**src/rtl/led_mode_sequencer.sv**
```systemverilog
// led_mode_sequencer: button-stepped LED display mode controller for the board LED bank.
// Latency: led/mode are registered, one cycle after the internal pattern/mode state; press acts DEBOUNCE_CYC+2 cycles after a key fall.
// Backpressure: none; free-running, consumes a raw key level and drives LEDs every cycle.
//
// Ports:
//   clk  - system clock, rising edge
//   rst  - asynchronous active-high reset
//   key  - raw push-button, active-low, asynchronous to clk
//   led  - LED drive [LEDS_NR-1:0], registered, lit level set by LED_ACTIVE_LOW
//   mode - current mode, registered (0 OFF, 1 BLINK, 2 CHASE, 3 BREATHE)
// Optional feature macro: LED_BREATHE_EN adds BREATHE mode (PWM duty sweep).
module led_mode_sequencer #(
  parameter int LEDS_NR        = 3,
  parameter int TICK_DIV       = 2700000,
  parameter int DEBOUNCE_CYC   = 270000,
  parameter bit LED_ACTIVE_LOW = 1'b1
) (
  input  logic               clk,
  input  logic               rst,
  input  logic               key,
  output logic [LEDS_NR-1:0] led,
  output logic [1:0]         mode
);

  localparam int TW = $clog2(TICK_DIV);
  localparam int DW = (DEBOUNCE_CYC > 1) ? $clog2(DEBOUNCE_CYC) : 1;
  localparam logic [TW-1:0]      TICK_LAST = TW'(TICK_DIV - 1);
  localparam logic [DW-1:0]      DEB_LAST  = DW'(DEBOUNCE_CYC - 1);
  localparam logic [LEDS_NR-1:0] POL_MASK  = {LEDS_NR{LED_ACTIVE_LOW}};

  typedef enum logic [1:0] {
    M_OFF     = 2'd0,
    M_BLINK   = 2'd1,
`ifdef LED_BREATHE_EN
    M_CHASE   = 2'd2,
    M_BREATHE = 2'd3
`else
    M_CHASE   = 2'd2
`endif
  } mode_e;

  logic               key_s1_q, key_s2_q;
  logic               deb_q;
  logic [DW-1:0]      deb_cnt_q;
  logic [TW-1:0]      presc_q;
  mode_e              mode_q, mode_d;
  logic [LEDS_NR-1:0] pat_q;
  logic [LEDS_NR-1:0] disp_d;
  logic [LEDS_NR-1:0] led_q;
  logic [1:0]         mode_out_q;
`ifdef LED_BREATHE_EN
  logic [7:0]         duty_q;
  logic               dir_dn_q;
  logic [7:0]         pwm_q;
`endif

  logic deb_accept, press, tick;

  always_comb begin
    // The debounced level flips on the DEBOUNCE_CYC-th consecutive cycle of disagreement;
    // the press pulse fires in that same cycle so the mode moves on the accepting edge.
    deb_accept = (key_s2_q != deb_q) && (deb_cnt_q == DEB_LAST);
    press      = deb_accept && !key_s2_q;
    tick       = (presc_q == TICK_LAST);

    mode_d = M_OFF;
    case (mode_q)
      M_OFF:     mode_d = M_BLINK;
      M_BLINK:   mode_d = M_CHASE;
`ifdef LED_BREATHE_EN
      M_CHASE:   mode_d = M_BREATHE;
`endif
      default:   mode_d = M_OFF;
    endcase

    disp_d = pat_q;
`ifdef LED_BREATHE_EN
    if (mode_q == M_BREATHE) disp_d = {LEDS_NR{pwm_q < duty_q}};
`endif
  end

  always_ff @(posedge clk or posedge rst) begin
    if (rst) begin
      key_s1_q   <= 1'b1;
      key_s2_q   <= 1'b1;
      deb_q      <= 1'b1;
      deb_cnt_q  <= '0;
      presc_q    <= '0;
      mode_q     <= M_BLINK;
      pat_q      <= '1;
      led_q      <= '1 ^ POL_MASK;
      mode_out_q <= 2'd1;
`ifdef LED_BREATHE_EN
      duty_q     <= 8'd0;
      dir_dn_q   <= 1'b0;
      pwm_q      <= 8'd0;
`endif
    end else begin
      key_s1_q <= key;
      key_s2_q <= key_s1_q;

      if (key_s2_q == deb_q) begin
        deb_cnt_q <= '0;
      end else if (deb_accept) begin
        deb_q     <= key_s2_q;
        deb_cnt_q <= '0;
      end else begin
        deb_cnt_q <= deb_cnt_q + 1'b1;
      end

      // A press restarts the step period so every mode starts with a full tick interval.
      if (press || tick) presc_q <= '0;
      else               presc_q <= presc_q + 1'b1;

      if (press) begin
        mode_q <= mode_d;
        case (mode_d)
          M_OFF:     pat_q <= '0;
          M_BLINK:   pat_q <= '1;
          M_CHASE:   pat_q <= LEDS_NR'(1);
`ifdef LED_BREATHE_EN
          M_BREATHE: begin
            duty_q   <= 8'd0;
            dir_dn_q <= 1'b0;
          end
`endif
          default:   pat_q <= '0;
        endcase
      end else if (tick) begin
        case (mode_q)
          M_BLINK:   pat_q <= ~pat_q;
          M_CHASE:   pat_q <= (pat_q << 1) | (pat_q >> (LEDS_NR - 1));
`ifdef LED_BREATHE_EN
          M_BREATHE: begin
            // Bounce between 0 and 240 in steps of 16, turning at the end points.
            if (!dir_dn_q) begin
              if (duty_q == 8'd240) begin
                dir_dn_q <= 1'b1;
                duty_q   <= 8'd224;
              end else begin
                duty_q <= duty_q + 8'd16;
              end
            end else begin
              if (duty_q == 8'd0) begin
                dir_dn_q <= 1'b0;
                duty_q   <= 8'd16;
              end else begin
                duty_q <= duty_q - 8'd16;
              end
            end
          end
`endif
          default: ;
        endcase
      end

`ifdef LED_BREATHE_EN
      pwm_q <= pwm_q + 8'd1;
`endif
      led_q      <= disp_d ^ POL_MASK;
      mode_out_q <= mode_q;
    end
  end

  assign led  = led_q;
  assign mode = mode_out_q;

endmodule

```
**config.mk**
```make
export PLATFORM = sky130hd
export DESIGN_NAME = led_mode_sequencer
export DESIGN_NICKNAME = d
export VERILOG_FILES = /design/src/rtl/led_mode_sequencer.sv
export SDC_FILE = /design/constraint.sdc
export NUM_CORES = 1
export LEC_CHECK = 0
export CORE_UTILIZATION = 60
export CTS_CLUSTER_SIZE = 8
export DETAILED_ROUTE_END_ITERATION = 10
export GPL_TIMING_DRIVEN = 1
export PLACE_DENSITY = 0.86
export SLEW_MARGIN = 15
export SYNTH_ARGS = -nofsm -noshare
export SYNTH_HDL_FRONTEND = slang
export SYNTH_SLANG_ARGS = --single-unit
```
**constraint.sdc**
```tcl
create_clock -name clk -period 4.3 [get_ports clk]
set_clock_uncertainty 0.1 [all_clocks]
set_input_delay 1.075 -clock clk [delete_from_list [all_inputs] [get_ports clk]]
set_output_delay 1.075 -clock clk [all_outputs]
set_load 0.02 [all_outputs]
```
=== Yosys cells after proc, flatten, opt, wreduce, memory -nomap -nowiden ===
Cells that the tools add are included.

* Bits in registers: 54
* Input port bits: 3
* Output and inout port bits: 5
* Logic and storage cells: 39

* $add $sub $neg: 2
* Equal/unequal tests: 8
* Muxes and demuxes: 8
* Bitwise gates (word level): 3
* Reductions and logical operators: 9

{| class="wikitable"
|+ Operators with widths
! operator !! number
|-
| $mux W19 || 2
|-
| $add A22 B1 Y22 const B || 1
|-
| $eq A22 B22 Y1 const B || 1
|-
| $mux W22 || 1
|-
| $add A19 B1 Y19 const B || 1
|-
| $eq A19 B19 Y1 const B || 1
|-
| $pmux W3 S2 || 2
|-
| $mux W3 || 2
|-
| $eq A2 B1 Y1 const B || 2
|-
| $eq A2 B2 Y1 const B || 2
|-
| $pmux W2 S2 || 1
|-
| $reduce_and A2 Y1 || 2
|-
| $not A3 Y3 || 1
|-
| $or A3 B1 Y3 || 1
|-
| $reduce_bool A3 Y1 || 1
|-
| $logic_and A1 B1 Y1 || 2
|-
| $logic_not A2 Y1 || 1
|-
| $reduce_bool A2 Y1 || 1
|-
| $eq A1 B1 Y1 || 1
|-
| $logic_not A1 Y1 || 1
|-
| $logic_or A1 B1 Y1 || 1
|-
| $ne A1 B1 Y1 || 1
|-
| $not A1 Y1 || 1
|}

=== Longest topological paths before layout ===
* Depth in word-level cells: 5
* Depth in mapped cells: 8
* Depth with buffers taken out: 6

=== Least setup slack after synthesis ===
No wires, ideal clock.

* Path kind: reg-to-reg
* Start: reg key_s2_q
* End: reg presc_q[13]
* Library setup time: 119 ps
* Data arrival time: 1585 ps
* Required time: 4081 ps
* Slack: 2497 ps
* Cell stages (with the launch flop): 7
* Buffers on the path: 1
* Period minus slack after synthesis: 1803 ps
* Cells stage by stage: dfstp_2 > xor2_1 > nand4_1 > or2_4 > o21ai_4 > buf_6 > nor2_1

* Longest elaborated chain between the ends: 5
* Elaborated cells between the ends (all ways): 6
* Those cells by class: eq/ne (1); mux (1); reduce/logical (4)

{| class="wikitable"
|+ Ends and longest elaborated chain
! what !! line !! text
|-
| start, declared || 42 || <nowiki>logic key_s1_q, key_s2_q;</nowiki>
|-
| start signal, assigned || 100 || <nowiki>key_s2_q <= key_s1_q;</nowiki>
|-
| $ne A1 B1 Y1 || 62 || <nowiki>deb_accept = (key_s2_q != deb_q) && (deb_cnt_q == DEB_LAST);</nowiki>
|-
| $logic_and A1 B1 Y1 || 62 ||
|-
| $logic_and A1 B1 Y1 (*) || 63 || <nowiki>press = deb_accept && !key_s2_q;</nowiki>
|-
| $logic_or A1 B1 Y1 (*) || 112 || <nowiki>if (press || tick) presc_q <= '0;</nowiki>
|-
| $mux W22 (*) || 112 ||
|-
| end signal, assigned || 113 || <nowiki>else presc_q <= presc_q + 1'b1;</nowiki>
|-
| end, declared || 45 || <nowiki>logic [TW-1:0] presc_q;</nowiki>
|}

Mark *: on every way between the ends. The rest lies on a longest branch, timed or not.
A chain may end at the register's enable or synchronous reset.

=== Worst setup path after layout ===
* Start: reg mode_out_q[0], in the netlist mode[0]
* End: out mode[0]

{| class="wikitable"
|+ RTL lines
! what !! line !! text
|-
| start, declared || 50 || <nowiki>logic [1:0] mode_out_q;</nowiki>
|-
| start signal, assigned || 161 || <nowiki>mode_out_q <= mode_q;</nowiki>
|-
| end, declared || 22 || <nowiki>output logic [1:0] mode</nowiki>
|}

No word-level cell between the ends.

==> results.py <==
metrics = {
    "worst_setup_path": {
        "ff2ff_path_depth": 6,
        "slowest_stage": "clkdlybuf4s50_1",
        "reg2reg_to": "disp_d[0]$_DFFE_PP1P_",
        "cp-end-kind": "output port",
        "crit_required_ns": 3.12,
        "rrSetupSlack_ns": 2.04,
        "critPathMaxFanout": 1,
        "reg2reg_from": "deb_cnt_q[0]$_DFF_PP0_",
        "crit_family": "buffers and inverters",
        "path_buf_inv": 1,
        "cp.arrival_ns": 1.41,
        "timing_worst_setup_path_type": "reg2out",
        "max_stage_delay_ns": 0.59,
        "crit_path_cell_trace": "clkdlybuf4s50_1",
        "worst_setup_path_start_kind": "register",
    },
    "route": {
        "wl_per_cell_um": 14.5,
        "ant_nets": 0,
        "dr.pass1.iters": 4,
        "remaining_drc_errors": 0,
        "wirelength_mm": 4.54,
        "viasPerCell": 5.75,
        "vias": 1799,
        "first_iter_violations": 146,
    },
    "clocking": {
        "cts_setup_buffers": 0,
        "hold_buffers": 0,
        "path_clk_slew_ns": 0.09,
        "cts_buffers": 5,
        "clock_path_buffers": 2,
        "htree_levels": 2,
        "cts_resized": 0,
        "clock-root-buffer": "clkbuf_8",
        "insertion_delay_ns": 0.31,
        "cts_tree": "built",
        "numClockSinks": 54,
    },
    "pwr": {
        "power_frac_comb": 0.023,
        "power_leakage_nw": 1.12,
        "p_sw_frac": 0.217,
        "ir_drop_uv": 174,
        "power_density_nw_per_um2": 289,
        "clkPwrFrac": 0.337,
        "p_switching_mw": 0.175,
        "p_int_mw": 0.629,
        "seqPwrFrac": 0.641,
    },
    "timing": {
        "hold_viol": 0,
        "worst_pin_slew_ns": 0.895,
        "finalCritPeriodShare": 0.600,
        "finalCriticalPeriod_ns": 2.58,
        "slew_headroom": 0.403,
        "final_max_slew_viol_count": 0,
        "setup_viol_count_final": 0,
        "setup_tns_ns": 0,
        "rsz0062_at_grt": "no",
        "fmax_ghz": 0.387,
        "holdWs_ns": 0.259,
    },
    "job": {
        "drv_cap": 0,
    },
    "finish": {
        "antennaDiodeCount": 0,
        "final_cells": 313,
        "fin_area_um2": 2780,
        "layout_common_cells": "46 x nor2_1, 46 x dfrtp_1, 26 x xnor2_1, 15 x nand2_1, 13 x nand3_1",
        "area_growth_pct": 5.66,
        "regArea_um2": 1360,
        "layout-drive-gt1-share": 0.110,
        "fill_cells": 315,
        "nNetsFinal": 267,
        "multi_input_area_um2": 1170,
    },
    "floorplan": {
        "die-area_um2": 4650,
        "core-area_um2": 4120,
        "initial_core_util": 0.639,
        "rows": 23,
        "num_io_pins": 8,
        "die_y_um": 68.2,
        "die_w_um": 68.2,
    },
    "synthesis": {
        "synth_top_cell_area_share": 0.437,
        "synth-seq-cells": 54,
        "synth_nets": 260,
        "synth.cell_area_um2": 2630,
        "yosysWarnings": 0,
        "synthTopCellsByArea": "dfrtp_1 44%, xnor2_1 8.7%, dfstp_2 8.0%",
        "ys_seq_area_frac": 0.517,
        "yosysTopAreaCell": "dfrtp_1",
        "syn_inst": 255,
        "synth_cell_type_count": 38,
        "syn_avg_cell_area_um2": 10.3,
    },
    "global_route": {
        "antenna_found_initial": 0,
        "grt_use_total": 0.235,
        "grt_max_degree": 55,
        "gr-usage-met1": 0.309,
        "gr-usage-met2": 0.379,
        "grt_pass1_vias": 1777,
        "grt-ovfl-total": 0,
        "grtUsageMet3": 0.0483,
        "grt_busiest_layer": "met2",
        "grt_pass1_wl_mm": 7.95,
    },
    "placement": {
        "io_buffers": 7,
        "dp.cells": 305,
        "postPlaceCellArea_um2": 2700,
        "dp_hpwl_mm": 3.07,
        "place_congestion": 0.854,
    },
    "outcome": {
        "status": "completed",
    },
    "worst_hold_path": {
        "hold_path_depth": 0,
        "min_from": "key_s1_q$_DFF_PP1_",
        "hold_path.class": "reg2reg",
        "whs_endpoint": "key_s2_q$_DFF_PP1_",
    },
}
## stage by stage
step | power (mW) | setup WS, ns | utilization
2_1_floorplan | 0.538 | 1.82 | -
3_3_place_gp | 0.543 | 1.81 | 0.655
3_5_place_dp | 0.544 | 1.78 | 0.655
4_1_cts | 0.815 | 1.70 | 0.675
5_1_grt | 0.834 | 1.67 | 0.676
6_report | 0.804 | 1.72 | 0.676
## area by class of cell
cell class | count | area share
clock buffer | 6 | 0.0261
sequential | 54 | 0.490
tap | 50 | 0.0225
multi-input combinational | 185 | 0.420
inverter | 9 | 0.0126
clock inverter | 2 | 0.00360
timing repair buffer | 7 | 0.0252
## how the worst max path moves through the flow
stage / start / to / slack (ns) / cells after the start
floorplan: rst / deb_cnt_q[0]$_DFF_PP0_ / 1.82 / 1
global placement: rst / led[0]$_DFF_PP0_ / 1.81 / 2
detailed placement: rst / led[0]$_DFF_PP0_ / 1.78 / 2
CTS: mode[0]$_DFF_PP1_ / mode[0] / 1.70 / 1
global route: mode[0]$_DFF_PP1_ / mode[0] / 1.67 / 1
finish: mode[0]$_DFF_PP1_ / mode[0] / 1.72 / 1
## cell usage after synthesis
cell and n:
nand4_1 8, dfstp_2 8, mux2i_1 2, xor2_1 12
nand3_2 1, nor2_2 2, nand2_2 1, buf_6 5
or2_4 2, xnor2_1 26, dfrtp_1 46, nand2_1 15
mux2_2 1, a2bb2oi_1 1, clkbuf_1 1, and4_1 2
nor2_1 46, and3_1 10, nor3b_1 1, nor3_1 8
nor4_1 9, o21a_1 1, a221oi_1 1, nand4_4 1
nand3_1 13, nor4b_1 3, a211oi_1 2, or3_1 2
o31ai_1 2, and3_2 1, buf_4 1, inv_1 9
or2_0 1, o21ai_0 5, nor3_2 1, ha_1 2
o21ai_4 1, and4bb_2 2
## metal layers
| metal | vias up | wire, um |
|---|---|---|
| li1 | 887 | - |
| met1 | 875 | 2100 |
| met2 | 29 | 2200 |
| met3 | 8 | 164 |
| met4 | 0 | 77 |
| met5 | - | 0 |
## kinds of logic after synthesis
group           count (synthesis)  synth area share
flops                          54             0.517
simple gates                  129             0.260
xor+xnor                       38             0.126
mux                             3            0.0119
buf+inv                        16            0.0385
compound gates                 13            0.0366
fa+ha+maj                       2           0.00951
## worst reg2reg max path, stage by stage (launching register included)
cell and delay (ns):
dfrtp_1 0.39, ha_1 0.23, nand4_1 0.20, or2_0 0.32, nor3_2 0.51, o31ai_1 0.16
a211oi_1 0.28
## power groups by stage
stage               Sequential (mW)  Combinational, mW  Clock (mW)
floorplan                     0.524             0.0140           0
global placement              0.525             0.0188           0
detailed placement            0.525             0.0192           0
CTS                           0.515             0.0193       0.281
global route                  0.516             0.0217       0.297
finish                        0.515             0.0184       0.270
## state kept, by name, indices dropped and copies added (netlist names)
name,count
deb_cnt_q,19
deb_q,1
disp_d,3
key_s1_q,1
key_s2_q,1
led,3
mode,2
mode_q,2
presc_q,22
(Power assumes the default switching activity.)
